<file path="src/rtl/tone_gen_pkg.sv">
// tone_gen_pkg: shared width, reference step and FSM state type for freq_step_tone_gen
package tone_gen_pkg;
  localparam int ACC_W = 32;
  localparam logic [31:0] STEP_1KHZ_50MHZ = 32'd85899;
  typedef enum logic [1:0] {IDLE, RUN, DRAIN} state_t;
endpackage

</file>
<file path="src/rtl/phase_accumulator.sv">
// phase_accumulator: NCO phase register; wrap is the carry-out of acc + step
module phase_accumulator
  import tone_gen_pkg::*;
#(
  parameter int ACC_W = tone_gen_pkg::ACC_W
) (
  input  logic             clk,
  input  logic             reset_n,
  input  logic             clear,
  input  logic [ACC_W-1:0] step,
  output logic [ACC_W-1:0] acc,
  output logic             wrap
);
  logic [ACC_W-1:0] sum;
  assign {wrap, sum} = {1'b0, acc} + {1'b0, step};
  always_ff @(posedge clk or negedge reset_n)
    if (!reset_n) acc <= '0;
    else acc <= clear ? '0 : sum;
endmodule

</file>
<file path="src/rtl/freq_step_tone_gen.sv">
// freq_step_tone_gen: NCO buzzer tone from a LUT freq_step, steps applied only at phase wrap.
// Optional TONE_DUTY_EN adds a duty[7:0] input for a programmable duty cycle.
module freq_step_tone_gen
  import tone_gen_pkg::*;
#(
  parameter int ACC_W  = tone_gen_pkg::ACC_W,
  parameter int STEP_W = ACC_W
) (
  input  logic              clk,
  input  logic              reset_n,
  input  logic              enable,
  input  logic [STEP_W-1:0] freq_step,
`ifdef TONE_DUTY_EN
  input  logic [7:0]        duty,
`endif
  output logic              tone_out,
  output logic              busy,
  output logic              step_loaded
);
  state_t state;
  logic [ACC_W-1:0] active_step;
  logic [ACC_W-1:0] phase_acc;
  logic wrap;
  logic start;
  logic stop;
  logic reload;
  logic clear;
  phase_accumulator #(.ACC_W(ACC_W)) u_acc (
    .clk(clk), .reset_n(reset_n), .clear(clear), .step(active_step), .acc(phase_acc), .wrap(wrap)
  );
  assign busy   = state != IDLE;
  assign start  = !busy && enable && freq_step != '0;
  // a finished period ends the tone when the request is gone or silenced
  assign stop   = busy && wrap && (!enable || freq_step == '0);
  assign reload = busy && wrap && enable && freq_step != '0 && freq_step != active_step;
  assign clear  = !busy || stop;
  always_ff @(posedge clk or negedge reset_n)
    if (!reset_n) begin
      state       <= IDLE;
      active_step <= '0;
      step_loaded <= 1'b0;
    end else begin
      step_loaded <= start || reload;
      if (start || reload) active_step <= freq_step;
      state <= !busy ? (start ? RUN : IDLE) : stop ? IDLE : (wrap || enable) ? RUN : DRAIN;
    end
`ifdef TONE_DUTY_EN
  logic [7:0] duty_q;
  always_ff @(posedge clk or negedge reset_n)
    if (!reset_n) duty_q <= '0;
    else if (start || (busy && wrap)) duty_q <= duty;
  assign tone_out = busy && phase_acc[ACC_W-1 -: 8] < duty_q;
`else
  assign tone_out = phase_acc[ACC_W-1];
`endif
endmodule

</file>
<file path="config.mk">
export PLATFORM = sky130hd
export DESIGN_NAME = freq_step_tone_gen
export DESIGN_NICKNAME = d
export VERILOG_FILES = /design/src/rtl/tone_gen_pkg.sv /design/src/rtl/phase_accumulator.sv /design/src/rtl/freq_step_tone_gen.sv
export SDC_FILE = /design/constraint.sdc
export NUM_CORES = 1
export LEC_CHECK = 0
export BUFFER_PORTS_ARGS = -buffer_cell sky130_fd_sc_hd__buf_2
export CORE_AREA = 8 8 121 123
export CTS_CLUSTER_DIAMETER = 60
export DETAILED_ROUTE_END_ITERATION = 8
export DIE_AREA = 0 0 129 131
export GPL_ROUTABILITY_DRIVEN = 0
export GPL_TIMING_DRIVEN = 0
export PLACE_DENSITY = 0.56
export SLEW_MARGIN = 5
export SYNTH_ARGS = -nofsm -noshare
export SYNTH_HDL_FRONTEND = slang
export SYNTH_SLANG_ARGS = --single-unit
</file>
<file path="constraint.sdc">
create_clock -name clk -period 2.9 [get_ports clk]
set_clock_uncertainty 0.1 [all_clocks]
set_input_delay 0.29 -clock clk [delete_from_list [all_inputs] [get_ports clk]]
set_output_delay 0.29 -clock clk [all_outputs]
set_load 0.01 [all_outputs]
</file>
==> impl_metrics.tcl, run 1 <==
set metrics [dict create \
    cp.required_ns 3.03 \
    rows 42 \
    initialDrtViolationCount 286 \
    clk_pin_slew_worst_paths_ns 0.06 \
    cp-start-kind "flop" \
    place_area_sq_um 5190 \
    clockRootBuffer "clkbuf_16" \
    maxSlewViolCount 0 \
    crit_fanout 10 \
    rsz0062_at_grt "no" \
    synthToLayoutAreaGrowth_pct 17.7 \
    ys_seq_area_frac 0.352 \
    setup_viol 0 \
    synth_edf_count 0 \
    via_count 3844 \
    period_minus_slack_ns 2.76 \
    p_leak_nw 2.43 \
    cts.sinks 67 \
    die_area_sq_um 16900 \
    status "finished, final reports clean" \
    dp_slack_ns -0.364 \
    async_flop_share 1.00 \
    power-per-cell-area_nw_per_um2 1490 \
    clock_latency_ns 0.34 \
    start_util 0.370 \
    crit_type "flop to flop" \
    coreArea_sq_um 12900 \
    p_total_mw 8.38 \
    dieWidth_um 129 \
    ant_nets 0 \
    fin_ws_ns 0.141 \
    via_per_inst 5.38 \
    dp_cells 693 \
    ios 38 \
    timing.final.crit_share 0.951 \
    syn_nets 547 \
    antenna_cells 0 \
    syn-cell-area_sq_um 4760 \
    synthCells 479 \
    cts_buffer_depth 2 \
    max_freq_mhz 362 \
    yosys-top-cells-count "67 x dfrtp_1, 52 x nor2_1, 41 x xnor2_1" \
    yosys_warnings 0 \
    cp.arrival_ns 2.89 \
    end_kind "flop" \
    grt_antenna_before_repair 0 \
    dieHeight_um 131 \
    drc 0 \
    grt_pass1_wl_um 20300 \
    drt-total-wl_um 12800 \
    fin_nets 602 \
    ys_seq_elements 67 \
    hold_viol_final 0 \
    yosysTopAreaCellShare 0.352 \
    cts.htree.levels 3 \
    wire_per_inst_um 17.9 \
    io_buffers 37 \
    synth_area_leaders "dfrtp_1 35%, mux2_4 9.1%, ha_1 8.4%" \
    fill_cells 1254 \
    yosysMostFrequentCell "dfrtp_1" \
    grt_pass1_vias 3708 \
    hpwl_um 9840 \
    synth-main-ff-cell "dfrtp_1" \
    ys_types 54 \
    grt-ovfl-total 0 \
    design_area_sq_um 5600 \
    drv_cap 0 \
    max_slew_margin 0.658 \
    finalNonFillerCells 715 \
    tightest_slew_ns 0.508 \
    avgSynthCellArea_sq_um 9.94 \
    cts_tree "built" \
    grt_max_degree 46 \
    grt_use_total 0.160 \
    synth_area_leader_cell "dfrtp_1" \
    drt_pass1_iterations 6 \
    hold_class "primary input to flop" \
    cts_made_buffers 9 \
    vdd_drop_max_uv 448 \
    setup_tns_ns 0 \
    drive_gt1_frac 0.245 \
]
routing by layer:
metal | track usage | wire, um | vias up
met5 | 0 | 0 | -
met4 | 0.0677 | 269 | 0
met3 | 0.0304 | 630 | 19
met2 | 0.248 | 5770 | 100
met1 | 0.214 | 6110 | 1878
li1 | - | - | 1847
power by group:
part	internal (mW)	switching, mW	total [mW]
combinational	2.48	3.07	5.55
sequential	1.42	0.358	1.78
clock	0.622	0.427	1.05
timing repair:
action	CTS	global route
pin swaps	3	4
buffers inserted	4	1
setup endpoints to repair	64	63
endpoints found under the hold margin	22	0
hold buffers	1	0
resized for setup	7	6
logic make-up (layout without fill, tap and decap cells):
kind of cell               after synthesis  after routing  share of synthesized area
AOI/OAI and AO/OA                      101            101                      0.147
DFF                                     67             67                      0.352
and+or+nand+nor                        158            158                      0.165
buffers and inverters                   27             87                     0.0360
muxes                                   34             34                      0.103
adders and majority gates               33             33                     0.0883
xor gates and xnor gates                59             59                      0.109
cell usage in the layout (no fill, tap or decap), types with 5 or more instances in the layout:
cell / instances
dfrtp_1: 67
buf_4: 11
a21oi_2: 6
buf_2: 41
nand2b_1: 5
a21oi_1: 31
nand4_1: 16
ha_1: 31
xnor2_1: 41
o21ai_0: 12
a21o_1: 5
nor2_1: 52
a211oi_1: 8
inv_1: 9
xor2_1: 18
clkbuf_16: 9
nand3_1: 14
mux2_4: 29
nand2_1: 34
o211ai_1: 6
clkbuf_1: 5
nor4_1: 12
through the flow:
stage	util	hold WS, ns
finish	0.435	0.0688
detailed placement	0.403	0.134
global route	0.435	0.0804
global placement	0.401	0.404
CTS	0.432	0.0564
floorplan	-	-0.106
area by class of cell:
type / count / area (sq um) / area share
buffer: 18 / 145 / 0.0259
clock buffer: 12 / 256 / 0.0458
clock inverter: 4 / 25.0 / 0.00447
inverter: 9 / 33.8 / 0.00603
multi-input combinational: 385 / 2970 / 0.530
sequential: 67 / 1680 / 0.299
tap: 176 / 220 / 0.0393
timing repair buffer: 44 / 275 / 0.0491
worst max-delay path: stages, from the launching register on:
cell,delay [ns]
dfrtp_1,0.38
ha_2,0.22
inv_1,0.06
fa_2,0.35
nand2b_4,0.16
a21oi_4,0.19
o21ai_2,0.11
nand4_1,0.17
nand2_4,0.11
o221ai_4,0.17
buf_12,0.15
buf_12,0.15
mux2_4,0.31
flip-flops by register name, indices dropped and copies added (netlist names):
signal and count:
state 2, step_loaded 1, active_step 32, u_acc.acc 32
final timing paths:
kind | startpoint | end | slack, ns | cells after the start
max | active_step[0]$_DFFE_PN0P_ | active_step[12]$_DFFE_PN0P_ | 0.14 | 12
min | enable | state[1]$_DFF_PN0_ | 0.07 | 2
max reg2reg | active_step[0]$_DFFE_PN0P_ | active_step[12]$_DFFE_PN0P_ | 0.14 | 12
min reg2reg | active_step[13]$_DFFE_PN0P_ | active_step[13]$_DFFE_PN0P_ | 0.47 | 1
max in group asynchronous | reset_n | active_step[23]$_DFFE_PN0P_ | 1.86 | 3
min in group asynchronous | reset_n | active_step[20]$_DFFE_PN0P_ | 0.29 | 2
Note: power is estimated with default switching activity, not from simulation.
==> inputs of run 2 (changes only) <==
REMOVE_ABC_BUFFERS = 1   (was default)
==> impl_metrics.tcl, run 2 (synthesized netlist as in run 1, its figures left out) <==
set metrics [dict create \
    via_per_inst 5.32 \
    drt_pass1_iterations 5 \
    fin_ws_ns 0.115 \
    ios 38 \
    cpPeakStageDelay_ns 0.52 \
    cpLargestDelayFamily "compound AO/OA/AOI/OAI gates" \
    die_area_sq_um 16900 \
    start_util 0.370 \
    tightest_slew_ns 0.613 \
    dieHeight_um 131 \
    rsz0062_at_grt "no" \
    crit_slowest_cell "a2111oi_4" \
    hold_viol_final 0 \
    clockPowerShare 0.127 \
    timing.final.crit_share 0.960 \
    crit_type "flop to flop" \
    rrSetupSlack_ns 0.11 \
    dp_slack_ns -0.681 \
    max_freq_mhz 359 \
    cts_tree "built" \
    final_cell_mix "67 x dfrtp_1, 52 x nor2_1, 41 x xnor2_1, 36 x buf_2, 34 x nand2_1" \
    setup_viol 0 \
    hold-path-cell-count 2 \
    cts.sinks 67 \
    vdd_drop_max_uv 485 \
    crit_start "active_step[2]$_DFFE_PN0P_" \
    clk_pin_slew_worst_paths_ns 0.06 \
    grt_max_degree 46 \
    synthToLayoutAreaGrowth_pct 19.2 \
    crit_fanout 4 \
    wire_per_inst_um 17.7 \
    cts.htree.levels 3 \
    pwr-share-comb 0.667 \
    worst_r2r_endpoint "u_acc.acc[31]$_DFF_PN0_" \
    p_seq_frac 0.205 \
    swShare 0.448 \
    drive_gt1_frac 0.257 \
    cp-start-kind "flop" \
    p_switching_mw 3.83 \
    ant_nets 0 \
    cts_made_buffers 9 \
    io_buffers 37 \
    grt-ovfl-total 0 \
    cts_buffer_depth 2 \
    grt_use_total 0.154 \
    max_slew_margin 0.587 \
    fin_util 0.441 \
    drc 0 \
    initialDrtViolationCount 268 \
    clock_latency_ns 0.34 \
    cp.required_ns 3.07 \
    hold_ws_ns 0.0744 \
    drt-total-wl_um 12600 \
    rr_worst_depth 8 \
    cp.buffers_inverters 0 \
    grt_antenna_before_repair 0 \
    hpwl_um 9540 \
    p_leak_nw 2.43 \
    grt_pass1_wl_um 20100 \
    drv_cap 0 \
    antenna_cells 0 \
    grt_pass1_vias 3809 \
    status "finished, final reports clean" \
    fin_nets 596 \
    maxSlewViolCount 0 \
    cp.depth 8 \
    period_minus_slack_ns 2.79 \
    rows 42 \
    dieWidth_um 129 \
    crit_path_frequent_cell "o211ai_1" \
    via_count 3773 \
    end_kind "flop" \
    largestRegisters "active_step x32, u_acc.acc x32, state x2" \
    path_cells "ha_1, o211ai_1, o211ai_1, a21oi_1, a2111oi_4, a41oi_1, xor2_1, nor2_1" \
    crit_end "u_acc.acc[31]$_DFF_PN0_" \
    setup_tns_ns 0 \
    r2r_start "active_step[2]$_DFFE_PN0P_" \
    internal_power_mw 4.73 \
    final_common_cell "dfrtp_1" \
    coreArea_sq_um 12900 \
    cp.arrival_ns 2.95 \
    power-per-cell-area_nw_per_um2 1510 \
    clockRootBuffer "clkbuf_16" \
    hold_class "primary input to flop" \
]
[run 2: stage by stage]
| step | instance area, sq um | total power, mW | std cells |
|---|---|---|---|
| 3_5_place_dp | 5110 | 6.92 | 678 |
| 3_3_place_gp | 5030 | 6.75 | 674 |
| 6_report | 5670 | 8.56 | 709 |
| 5_1_grt | 5670 | 9.27 | 709 |
| 4_1_cts | 5550 | 8.36 | 703 |
| 2_1_floorplan | 4620 | 5.72 | 461 |
[run 2: worst min-delay path by stage]
stage,startpoint,end
after floorplan,reset_n,active_step[0]$_DFFE_PN0P_
after global placement,enable,state[1]$_DFF_PN0_
after detailed placement,reset_n,u_acc.acc[9]$_DFF_PN0_
after CTS,enable,state[1]$_DFF_PN0_
after global routing,enable,state[1]$_DFF_PN0_
final,enable,state[1]$_DFF_PN0_
[run 2: cell type report]
cell class	count	area [sq um]
multi-input cells	385	3000
inverters	9	33.8
clock buffers	9	225
clock inverters	7	68.8
repair buffers	56	452
well taps	176	220
flip-flops and latches	67	1680
fillers	1243	7200
[run 2: timing repair]
item,CTS,global route
cloned,1,1
setup endpoints to repair,65,38
pin swaps,5,6
hold buffers,1,0
setup buffers,7,5
gates resized for setup,5,12
hold endpoints to repair,22,0
[run 2: metal layers]
layer	part of all wire	track usage	vias up
met5	0	0	-
met4	0.027	0.0670	0
met3	0.050	0.0248	17
met2	0.46	0.248	95
met1	0.46	0.200	1828
li1	-	-	1833
[run 2: worst reg2reg max path, delay by kind of cell (launching register included)]
| kind | cells | cell delay, ns |
|---|---|---|
| flops | 1 | 0.41 |
| compound gates | 5 | 1.53 |
| fa+ha+maj | 1 | 0.41 |
| simple gates | 1 | 0.09 |
| xor+xnor | 1 | 0.17 |
[run 2: power groups by stage]
stage	Sequential (mW)	Clock [mW]	Combinational [mW]
detailed placement	1.77	0	5.15
CTS	1.76	1.12	5.49
global route	1.82	1.16	6.30
finish	1.76	1.09	5.71
floorplan	1.68	0	4.05
global placement	1.76	0	4.99
